File: src/rtl/alu_exec_unit_pkg.sv
// alu_exec_unit_pkg: shared ALU opcodes, mult/div FSM states and default width
package alu_exec_unit_pkg;
    localparam int WIDTH_DEF = 32;
    typedef enum logic [2:0] {
        ALU_PASSA = 3'b000,
        ALU_ADD   = 3'b001,
        ALU_SUB   = 3'b010,
        ALU_AND   = 3'b011,
        ALU_OR    = 3'b100,
        ALU_XOR   = 3'b101,
        ALU_NOTA  = 3'b110,
        ALU_SLT   = 3'b111
    } alu_op_e;
    typedef enum logic [1:0] {MD_IDLE, MD_RUN, MD_DONE} md_state_e;
endpackage

File: src/rtl/alu_exec_unit_mult_div_engine.sv
// mult_div_engine: iterative signed Booth multiply / restoring divide writing HI and LO
module mult_div_engine
    import alu_exec_unit_pkg::*;
#(
    parameter int WIDTH     = WIDTH_DEF,
    parameter int MD_CYCLES = WIDTH_DEF
) (
    input  logic             clk,
    input  logic             reset,
    input  logic [WIDTH-1:0] a,
    input  logic [WIDTH-1:0] b,
    input  logic             start,
    input  logic             div,
    output logic [WIDTH-1:0] hi,
    output logic [WIDTH-1:0] lo,
    output logic             busy,
    output logic             done,
    output logic             div_zero
);
    localparam int CW = $clog2(MD_CYCLES + 1);
    md_state_e        state;
    logic [CW-1:0]    cnt;
    logic [WIDTH:0]   acc, m, booth, r_sh, diff, acc_n;
    logic [WIDTH-1:0] q, q_n, a_mag, b_mag, hi_n, lo_n;
    logic             qm1, is_div, neg_q, neg_r, ok;
    assign a_mag = a[WIDTH-1] ? -a : a;
    assign b_mag = b[WIDTH-1] ? -b : b;
    // acc is one bit wider so Booth add/sub of the most negative multiplicand cannot overflow
    assign booth = (q[0] & ~qm1) ? acc - m : (~q[0] & qm1) ? acc + m : acc;
    assign r_sh  = {acc[WIDTH-1:0], q[WIDTH-1]};
    assign diff  = r_sh - m;
    assign ok    = ~diff[WIDTH];
    assign acc_n = is_div ? (ok ? diff : r_sh) : {booth[WIDTH], booth[WIDTH:1]};
    assign q_n   = is_div ? {q[WIDTH-2:0], ok} : {booth[0], q[WIDTH-1:1]};
    assign hi_n  = is_div ? (neg_r ? -acc_n[WIDTH-1:0] : acc_n[WIDTH-1:0]) : acc_n[WIDTH-1:0];
    assign lo_n  = is_div ? (neg_q ? -q_n : q_n) : q_n;
    always_ff @(posedge clk or posedge reset) begin
        if (reset) begin
            state    <= MD_IDLE;
            cnt      <= '0;
            acc      <= '0;
            m        <= '0;
            q        <= '0;
            qm1      <= 1'b0;
            is_div   <= 1'b0;
            neg_q    <= 1'b0;
            neg_r    <= 1'b0;
            hi       <= '0;
            lo       <= '0;
            busy     <= 1'b0;
            done     <= 1'b0;
            div_zero <= 1'b0;
        end else begin
            case (state)
                MD_IDLE: begin
                    done <= 1'b0;
                    if (start) begin
                        div_zero <= 1'b0;
                        is_div   <= div;
                        acc      <= '0;
                        qm1      <= 1'b0;
                        cnt      <= '0;
                        neg_q    <= a[WIDTH-1] ^ b[WIDTH-1];
                        neg_r    <= a[WIDTH-1];
                        q        <= div ? a_mag : a;
                        m        <= div ? {1'b0, b_mag} : {b[WIDTH-1], b};
                        if (div && b == '0) begin
                            div_zero <= 1'b1;
                            done     <= 1'b1;
                            state    <= MD_DONE;
                        end else begin
                            busy  <= 1'b1;
                            state <= MD_RUN;
                        end
                    end
                end
                MD_RUN: begin
                    acc <= acc_n;
                    q   <= q_n;
                    qm1 <= q[0];
                    cnt <= cnt + 1'b1;
                    if (cnt == CW'(MD_CYCLES - 1)) begin
                        hi    <= hi_n;
                        lo    <= lo_n;
                        busy  <= 1'b0;
                        done  <= 1'b1;
                        state <= MD_DONE;
                    end
                end
                MD_DONE: begin
                    done  <= 1'b0;
                    state <= MD_IDLE;
                end
                default: state <= MD_IDLE;
            endcase
        end
    end
endmodule

File: src/rtl/alu_exec_unit.sv
// alu_exec_unit: execute stage ALU with flags, registered ALUOut and HI/LO mult/div engine
module alu_exec_unit
    import alu_exec_unit_pkg::*;
#(
    parameter int WIDTH     = WIDTH_DEF,
    parameter int MD_CYCLES = WIDTH_DEF
) (
    input  logic             clk,
    input  logic             reset,
    input  logic [WIDTH-1:0] AOut,
    input  logic [WIDTH-1:0] ALU2Out,
    input  logic [2:0]       ALUop,
    input  logic             ALUOut_load,
    input  logic             md_start,
    input  logic             md_div,
    output logic [WIDTH-1:0] ALUResult,
    output logic [WIDTH-1:0] ALUOut,
    output logic             zero,
    output logic             neg,
    output logic             ovf,
    output logic             eq,
    output logic             gt,
    output logic             lt,
    output logic [WIDTH-1:0] HI,
    output logic [WIDTH-1:0] LO,
    output logic             busy,
    output logic             done,
    output logic             div_zero
);
    alu_op_e          op;
    logic [WIDTH-1:0] sum, dif;
    assign op  = alu_op_e'(ALUop);
    assign sum = AOut + ALU2Out;
    assign dif = AOut - ALU2Out;
    assign eq  = AOut == ALU2Out;
    assign lt  = $signed(AOut) < $signed(ALU2Out);
    assign gt  = $signed(AOut) > $signed(ALU2Out);
    always_comb begin
        ALUResult = AOut;
        case (op)
            ALU_PASSA: ALUResult = AOut;
            ALU_ADD:   ALUResult = sum;
            ALU_SUB:   ALUResult = dif;
            ALU_AND:   ALUResult = AOut & ALU2Out;
            ALU_OR:    ALUResult = AOut | ALU2Out;
            ALU_XOR:   ALUResult = AOut ^ ALU2Out;
            ALU_NOTA:  ALUResult = ~AOut;
            ALU_SLT:   ALUResult = {{(WIDTH-1){1'b0}}, lt};
            default:   ALUResult = AOut;
        endcase
    end
    // signed overflow: result sign disagrees with A when the effective operands share a sign
    assign ovf  = op == ALU_ADD ? (AOut[WIDTH-1] == ALU2Out[WIDTH-1]) && (sum[WIDTH-1] != AOut[WIDTH-1])
                : op == ALU_SUB ? (AOut[WIDTH-1] != ALU2Out[WIDTH-1]) && (dif[WIDTH-1] != AOut[WIDTH-1])
                : 1'b0;
    assign zero = ALUResult == '0;
    assign neg  = ALUResult[WIDTH-1];
    always_ff @(posedge clk or posedge reset) begin
        if (reset) ALUOut <= '0;
        else if (ALUOut_load) ALUOut <= ALUResult;
    end
    mult_div_engine #(.WIDTH(WIDTH), .MD_CYCLES(MD_CYCLES)) u_md (
        .clk      (clk),
        .reset    (reset),
        .a        (AOut),
        .b        (ALU2Out),
        .start    (md_start),
        .div      (md_div),
        .hi       (HI),
        .lo       (LO),
        .busy     (busy),
        .done     (done),
        .div_zero (div_zero)
    );
endmodule

File: config.mk
export PLATFORM = sky130hd
export DESIGN_NAME = alu_exec_unit
export DESIGN_NICKNAME = d
export VERILOG_FILES = /design/src/rtl/alu_exec_unit_pkg.sv /design/src/rtl/alu_exec_unit_mult_div_engine.sv /design/src/rtl/alu_exec_unit.sv
export SDC_FILE = /design/constraint.sdc
export NUM_CORES = 1
export LEC_CHECK = 0
export BUFFER_PORTS_ARGS = -buffer_cell sky130_fd_sc_hd__buf_2
export CAP_MARGIN = 5
export CELL_PAD_IN_SITES_DETAIL_PLACEMENT = 1
export CELL_PAD_IN_SITES_GLOBAL_PLACEMENT = 2
export CORE_MARGIN = 2
export CORE_UTILIZATION = 39
export DETAILED_ROUTE_END_ITERATION = 12
export PLACE_DENSITY = 0.86
export SYNTH_ARGS = -nofsm -noshare
export SYNTH_HDL_FRONTEND = slang
export SYNTH_SLANG_ARGS = --single-unit
File: constraint.sdc
create_clock -name clk -period 19.9 [get_ports clk]
set_input_delay 2.985 -clock clk [delete_from_list [all_inputs] [get_ports clk]]
set_output_delay 2.985 -clock clk [all_outputs]
set_load 0.005 [all_outputs]
; ---- Yosys cells after proc, flatten, opt, wreduce, memory -nomap -nowiden
; Cells that the tools add are included.
; W data, S select, Z words.
[totals]
latchBits = 0
mem_bits_rw = 0
out_inout_bits = 137
mem_count = 0
rom_bits = 0
in_bits = 72
ff_bits = 209
elab_cells = 106
[classes]
reduce_logical = 15
n_addsub = 10
div = 0
n_mul = 0
n_mux = 36
n_eq_ne = 18
n_bitwise = 10
n_shift = 0
magnitude_cmp = 2
[ops]
columns = op, n
row1 = $mux W32, 9
row2 = $pmux W32 S8, 1
row3 = $mux W33, 6
row4 = $neg A32 Y32, 4
row5 = $pmux W33 S2, 1
row6 = $sub A33 B33 Y33, 2
row7 = $logic_not A32 Y1, 2
row8 = $pmux W32 S2, 1
row9 = $add A33 B33 Y33, 1
row10 = $add A32 B32 Y32, 1
row11 = $and A32 B32 Y32, 1
row12 = $eq A32 B32 Y1, 1
row13 = $gt A32 B32 Y1, 1
row14 = $lt A32 B32 Y1, 1
row15 = $not A32 Y32, 1
row16 = $or A32 B32 Y32, 1
row17 = $sub A32 B32 Y32, 1
row18 = $xor A32 B32 Y32, 1
row19 = $eq A3 B3 Y1 const B, 4
row20 = $pmux W6 S2, 1
row21 = $reduce_and A2 Y1, 5
row22 = $mux W1, 9
row23 = $add A6 B1 Y6 const B, 1
row24 = $eq A3 B2 Y1 const B, 2
row25 = other kinds (22), 33

; ---- Logic depth before layout (Yosys ltp)
; Gate-level depths: netlist of the first run.
[logic_depth]
ltp_word = 8
ltp_mapped = 24
mapped_depth_nobuf = 22

; ---- By module
; From an unflattened synthesis of the first run, not the netlist that was laid out.
[unflattened]
cells_unflattened = 3300
area_unflattened_um2 = 24758.7
[modules_own_cells]
columns = mod, cells_each, seq_area_each_um2, area_each_um2, instances
row1 = mult_div_engine, 2254, 4429.2, 17290.3, 1
row2 = alu_exec_unit, 1046, 800.8, 7468.4, 1

; ---- Worst setup path before layout of the first run
; No wires, ideal clock.
[synth_timing]
kind = in2out
from = input AOut[0]
to = output zero
cell_stages = 16
setup_slack_ns = 10.543
arrival_ns = 6.372
required_ns = 16.915
path_buffers = 0
cell_sequence = inv_1 ha_1 fa_1 o21bai_1 a21oi_1 o311ai_0 a21oi_1 o31ai_1 a221o_1 a31oi_1 nor3_1 o21ai_0 a41o_1 a32o_1 or3_1 nor4_1
[synth_via]
elab_chain_len = 3
elab_cells_between_ends = 9
cone_classes = 2 x add/sub / 1 x order compare / 1 x mux / 4 x bitwise / 1 x reduce/logical
[synth_rtl]
columns = item, line_no
row1 = from (decl), alu_exec_unit.sv:10  ; input logic [WIDTH-1:0] AOut,
row2 = $sub A32 B32 Y32 or $add A32 B32 Y32 (tied branches), "alu_exec_unit.sv:34, alu_exec_unit.sv:33"
row3 = $pmux W32 S8 *, alu_exec_unit.sv:40  ; case (op)
row4 = via ALUResult[30], alu_exec_unit.sv:16  ; output logic [WIDTH-1:0] ALUResult,
row5 = $logic_not A32 Y1 *, alu_exec_unit.sv:56  ; assign zero = ALUResult == '0;
row6 = to (decl), alu_exec_unit.sv:18  ; output logic zero,
; The timed path passes the listed nets; every way through them passes the cells marked *.

; ---- Worst setup path after layout of the first run
[layout_timing]
from = input AOut[0]
to = output zero
[layout_via]
elab_chain_len = 3
elab_cells_between_ends = 9
cone_classes = 2 x add/sub / 1 x order compare / 1 x mux / 4 x bitwise / 1 x reduce/logical
[layout_rtl]
columns = item, line_no
row1 = $sub A32 B32 Y32 (tied with other cells), alu_exec_unit.sv:34  ; assign dif = AOut - ALU2Out;
row2 = $pmux W32 S8 *, alu_exec_unit.sv:40
row3 = $logic_not A32 Y1 *, alu_exec_unit.sv:56
; Mark *: on every way between the ends. The rest lies on a longest branch, timed or not.

==> results.txt, run 1 <==
Initial Util: 0.394
Clock Skew: 25.2 ps
CP arrival: 7660 ps
die area: 64300 sq um
violation count after the first detailed-route iteration: 1844
CP required: 16910 ps
status: finished, final reports clean
Resize count post-CTS: 0
startpoint types: input port
core outline area: 61600 sq um
synthesized area per cell: 7.51 sq um
share of layout cells above drive strength 1: 0.117
Post-Layout Inst Area: 26800 sq um
worst min path class: register to register
most common cell in the netlist: nand2_1
overall routed net length: 108000 um
Top FF cell, synth: dfrtp_1
Max Cap Violations: 0
Pleak: 11.9 nW
clock share of power: 0.117
Mapped Area: 24300 sq um
total congestion overflow: 0
top post-synthesis cells by count: 337 x nand2_1, 314 x a21oi_1, 274 x o21ai_0
Post-DP Area: 25900 sq um
Syn Inst Count: 3237
DRC: 0
FF-to-FF Start: u_md.q[31]
total CTS buffers: 27
Total GRT Usage: 0.329
area delta synth->final: 10.3%
Final Hold Fails: 0
Clock Latency Late Sink: 600 ps
Comb pwr share: 0.722
relative slew slack: 0.120
largest net degree at the start of global routing: 94
Final TNS setup: 0 ps
Worst R2R Path Depth: 23
Post-Layout Cell Count: 4169
Clock Sinks: 209
Slew Viols, Final: 0
antenna violations before repair: 3
ANT nets after route: 0
CTS Hold Bufs: 0
first-pass detailed-route iteration total: 5
largest family of logic cells by synthesized area: compound AO/OA/AOI/OAI gates
top post-synthesis cells by area: dfrtp_1 22%, ha_1 11%, a21oi_1 6.5%
CTS Root Cell: clkbuf_16
FFs w/ async S/R, synth: 1.00
category of the critical setup timing path: input port to output pin
RSZ-0062 raised after global routing: false
hold_sp: u_md.lo[9]
Critical Path Most Common Cell: a21oi_1
Net Count, Synth: 3530
Hold Path Sink: u_md.lo[9]
Synth top area share: 0.215
number of distinct library cells after synthesis: 103
switching pwr: 2.47 mW
WL per Instance: 25.9 um
Setup crit end kind: output pin
global-route wire length before repair: 164000 um
setup violators final: 0
r2r endpoint: u_md.lo[30]
Switching Share: 0.566
Post-Synth Adder-Cell Area: 0.116
placer's final routability congestion estimate: 0.977
Vias per Instance: 6.23
simple logic cell fraction of the synthesized area: 0.183
routed vias: 25966
number of global-route vias before repair: 26476
critical path fanouts, max: 7
Synth Area in XOR/XNOR: 0.0652
Reg power frac: 0.161
CTS tree: built
Port Buffers: 208
crit share post-route: 0.535
FF-to-FF setup slack: 13200 ps
Period minus WS final: 10640 ps
Max H-tree Level: 1
hpwl dp: 83900 um
Pint: 1.89 mW
# rows: 91
worst hold stages: 2
CTS Buffer Depth: 3
Slowest-stage cell, CP: o31ai_1
post-synth top area cell: dfrtp_1
synth warn: 0
placed cells: 4119
Seq/Total Area, Yosys: 0.215
EDFF count, synth: 0
Reg clk slew, reported paths: 50 ps
P per Cell Area: 163 nW/um^2
CP peak stage delay: 490 ps
chip height: 254 um
Final Net Count: 3604
Cell Chain, Critical Path: buf_2 > inv_1 > ha_1 > fa_1 > o21bai_1 > a21oi_1 > o311ai_0 > a21oi_1 > o31ai_1 > a221o_1 > a21oi_1 > o211ai_1 > o2bb2ai_1 > or4_1 > nor4_1 > nand4b_1 > nor4_1 > buf_2
number of synthesized register bits: 209
Die X-Extent: 254 um
Fmax achieved: 93.9 MHz
post-synthesis compound-gate area fraction: 0.315
Setup Buffers After CTS: 0
Ports: 209
multiplexer area fraction after synthesis: 0.0427
worst-margin pin slew: 1320 ps
Max rail drop VDD: 0.0990 mV
==> placed cells by master, fill, tap and decap left out, types with 25 or more instances in the layout <==
| cell type | n |
|---|---|
| nor2_1 | 260 |
| dfrtp_1 | 207 |
| o211ai_1 | 36 |
| a221oi_1 | 25 |
| nand3_1 | 64 |
| mux2_2 | 37 |
| o221ai_1 | 35 |
| a211oi_1 | 41 |
| xnor2_1 | 132 |
| xor2_1 | 49 |
| o21ai_0 | 273 |
| buf_4 | 34 |
| clkbuf_16 | 27 |
| nand2_1 | 335 |
| o21bai_1 | 31 |
| o22ai_1 | 34 |
| o31ai_1 | 42 |
| a31oi_1 | 51 |
| buf_2 | 208 |
| nor3_1 | 81 |
| a21o_1 | 44 |
| a21oi_1 | 314 |
| nand2b_1 | 31 |
| nor4_1 | 30 |
| inv_1 | 198 |
| ha_1 | 216 |
| mux2i_1 | 62 |
==> final cells by class <==
class	instances	area, sq um
antenna	2	5.00
clock buffer	36	749
clock inverter	12	139
fill	7604	34800
inverter	204	773
multi-input combinational	2627	17600
sequential	209	5240
tap	837	1050
timing repair buffer	242	1300
==> power groups by stage <==
stage	Clock (mW)	Sequential (mW)	Combinational [mW]
2_1_floorplan	0	0.624	2.17
5_1_grt	0.534	0.717	3.41
6_report	0.511	0.703	3.15
3_5_place_dp	0	0.704	3.06
3_3_place_gp	0	0.696	2.99
4_1_cts	0.525	0.697	3.09
==> state kept, by name, indices dropped and copies added, names as in the netlist, 2 cells and up <==
register,flops
ALUOut,32
u_md.acc,33
u_md.cnt,6
u_md.hi,32
u_md.lo,32
u_md.m,33
u_md.q,32
u_md.state,2
==> per-layer routing <==
| metal | routed length, um | share of wire | GRT usage |
|---|---|---|---|
| met1 | 47600 | 0.44 | 0.438 |
| met2 | 50500 | 0.47 | 0.553 |
| met3 | 6170 | 0.057 | 0.0370 |
| met4 | 3610 | 0.033 | 0.109 |
| met5 | 0 | 0 | 0 |
==> stage by stage <==
stage	hold slack, ps	utilization	total power [mW]	worst slack (ps)
after floorplan	473	-	2.80	10540
after global placement	453	0.421	3.69	9260
after detailed placement	469	0.421	3.77	9270
after CTS	481	0.435	4.31	9260
after global routing	497	0.435	4.66	8860
final	474	0.435	4.36	9260
==> worst max-delay path by stage <==
stage | from | to | depth (start not counted)
after global routing | AOut[0] | zero | 18
after CTS | ALUop[0] | zero | 15
final | AOut[0] | zero | 18
after floorplan | AOut[0] | zero | 16
after detailed placement | ALUop[0] | zero | 15
after global placement | ALUop[0] | zero | 15
==> logic make-up (layout without fill, tap and decap cells) <==
group           Yosys count  count (layout)
mux                      99              99
compound gates         1167            1167
xor+xnor                181             181
fa+ha+maj               222             222
other cells               0               2
simple gates            958             958
flops                   209             209
buf+inv                 401             494
==> worst max-delay path: cells and delay by family <==
family | cells | cell delay (ps)
compound gates | 9 | 2310
buf+inv | 3 | 440
fa+ha+maj | 2 | 680
simple gates | 4 | 1240
Note: power is estimated with default switching activity, not from simulation.
==> run 2, diff against run 1 <==
- CORE_UTILIZATION: 39 -> 36
- PLACE_DENSITY: 0.86 -> 0.8
- clock period: 19.9 -> 9.81 ns (I/O delays scaled with it)
==> results.txt, run 2 (synthesis results as in run 1) <==
status: finished, final reports clean
placer's final routability congestion estimate: 0.949 (-2.8%)
Max H-tree Level: 1 (unchanged)
total congestion overflow: 0 (unchanged)
Vias per Instance: 6.15 (-1.3%)
area delta synth->final: 11.3%
FILL cells: 8310 (+9.3%)
Die X-Extent: 264 um (+4.0%)
chip height: 264 um (+4.0%)
r2r endpoint: u_md.lo[30]
GR met3 Demand/Resource: 0.0324 (-0.00454)
Pleak: 12.0 nW (+0.74%)
CTS Buffer Depth: 3 (unchanged)
FF-to-FF setup slack: 3150 ps (-10050 ps)
Diodes inserted: 0 (-2)
Final Net Count: 3611 (+0.19%)
crit share post-route: 0.788
core outline area: 67000 sq um (+8.8%)
Reg clk slew, reported paths: 60 ps (about the same)
Final Hold Fails: 0 (unchanged)
Setup crit end kind: output pin
hpwl dp: 85900 um (+2.4%)
worst-margin pin slew: 1260 ps (-60.3 ps)
Fmax achieved: 129 MHz
ANT nets after route: 0 (unchanged)
first-pass detailed-route iteration total: 6 (+1)
number of global-route vias before repair: 26601 (+0.47%)
Ports: 209 (unchanged)
CP arrival: 6260 ps (-1400 ps)
CTS tree: built
hold_sp: u_md.lo[9]
Total GRT Usage: 0.308 (-0.0210)
Port Buffers: 208 (unchanged)
Max rail drop VDD: 0.273 mV (+180%)
Top Registers: u_md.acc (33), u_md.m (33)
WL per Instance: 26.3 um (+1.6%)
GRT met2 Usage: 0.512 (-0.0403)
setup violators final: 0 (unchanged)
area of the multi-input gates: 17600 sq um (unchanged)
Seq. cell area: 5240 sq um (unchanged)
Clock Sinks: 209 (unchanged)
Clock Skew: 35.9 ps (+10.7 ps)
Setup Buffers After CTS: 0 (unchanged)
RSZ-0062 raised after global routing: false
Resize count post-CTS: 0 (unchanged)
Tot Pwr: 9.05 mW (+110%)
violation count after the first detailed-route iteration: 1998 (+8.4%)
overall routed net length: 111000 um (+2.7%)
startpoint types: input port
CTS Root Cell: clkbuf_16
category of the critical setup timing path: input port to output pin
Initial Util: 0.362 (-0.0320)
DRC: 0 (unchanged)
commonest non-fill, non-tap cell in the layout: nand2_1
antenna violations before repair: 2 (-1)
P per Cell Area: 335 nW/um^2 (+110%)
worst min path class: register to register
busiest grt layer: met2
CP required: 8340 ps (-8570 ps)
relative slew slack: 0.162 (+0.0423)
FF-to-FF Start: u_md.q[31]
worst hold stages: 2 (unchanged)
Final TNS setup: 0 ps (unchanged)
Max Cap Violations: 0 (unchanged)
critical path fanouts, max: 7 (unchanged)
largest net degree at the start of global routing: 101 (+7.4%)
share of layout cells above drive strength 1: 0.121 (+0.00351)
most frequent cells in the layout: 335 x nand2_1, 314 x a21oi_1, 273 x o21ai_0, 260 x nor2_1, 216 x ha_1
global-route wire length before repair: 167000 um (+2.3%)
# rows: 95 (+4.4%)
Period minus WS final: 7730 ps
routing usage on met1: 0.411 (-0.0268)
Hold Path Sink: u_md.lo[9]
total CTS buffers: 29 (+7.4%)
routed vias: 25896 (-0.27%)
Worst R2R Path Depth: 23 (unchanged)
Clock Latency Late Sink: 620 ps (+20 ps)
die area: 69600 sq um (+8.2%)
CTS Hold Bufs: 0 (unchanged)
Slew Viols, Final: 0 (unchanged)
## run 2: changes by cell type in the layout (fill, tap and decap cells not counted), sizes merged
cell      change
clkinvlp      +3
diode         -2
clkinv        -4
clkbuf        +3
buf           +5
inv           +2
bufinv        +2
## run 2: layout make-up
class                           count  area share
Multi-Input combinational cell   2627       0.649
Sequential cell                   209       0.194
Timing Repair Buffer              247      0.0493
Tap cell                          873      0.0404
Clock buffer                       39      0.0308
Inverter                          204      0.0286
Clock inverter                     15     0.00809
## run 2: worst max-delay path by stage
| stage | from | end | slack (ps) | depth (start not counted) |
|---|---|---|---|---|
| after detailed placement | AOut[0] | zero | 2000 | 18 |
| after global routing | AOut[0] | zero | 1670 | 18 |
| after CTS | AOut[0] | zero | 1970 | 18 |
| after floorplan | reset | ALUOut[0] | 2630 | 1 |
| final | AOut[0] | zero | 2080 | 18 |
| after global placement | AOut[0] | zero | 2300 | 18 |
## run 2: metrics by stage
stage / utilization / std cells / instance area (sq um) / setup WS, ps / hold WS (ps)
final: 0.404 / 4214 / 27100 / 2080 / 473
after global routing: 0.404 / 4214 / 27100 / 1670 / 490
after CTS: 0.404 / 4214 / 27100 / 1970 / 479
after detailed placement: 0.388 / 4160 / 26000 / 2000 / 466
after global placement: 0.388 / 4160 / 26000 / 2300 / 453
after floorplan: - / 3237 / 24300 / 2630 / 473
## run 2: worst max-delay path: stages
cell and delay (ps):
buf_2 140, inv_1 110, ha_1 240, fa_1 420, o21bai_1 190, a21oi_1 150, o311ai_0 410, a21oi_1 210
o31ai_1 590, a221o_1 500, a21oi_1 120, o211ai_1 180, o2bb2ai_1 130, or4_1 470, nor4_1 260, nand4b_1 200
nor4_1 300, buf_2 170
## run 2: power by group
group | internal [mW] | switching (mW)
Combinational | 2.16 | 4.29
Clock | 0.724 | 0.446
Sequential | 1.08 | 0.361
Total | 3.96 | 5.09
## run 2: routing by layer
metal,vias to the layer above,wire [um],part of all wire
met5,-,0,0
met4,0,4570,0.041
met3,197,5550,0.050
met2,815,51000,0.46
met1,12930,49600,0.45
li1,11954,-,-
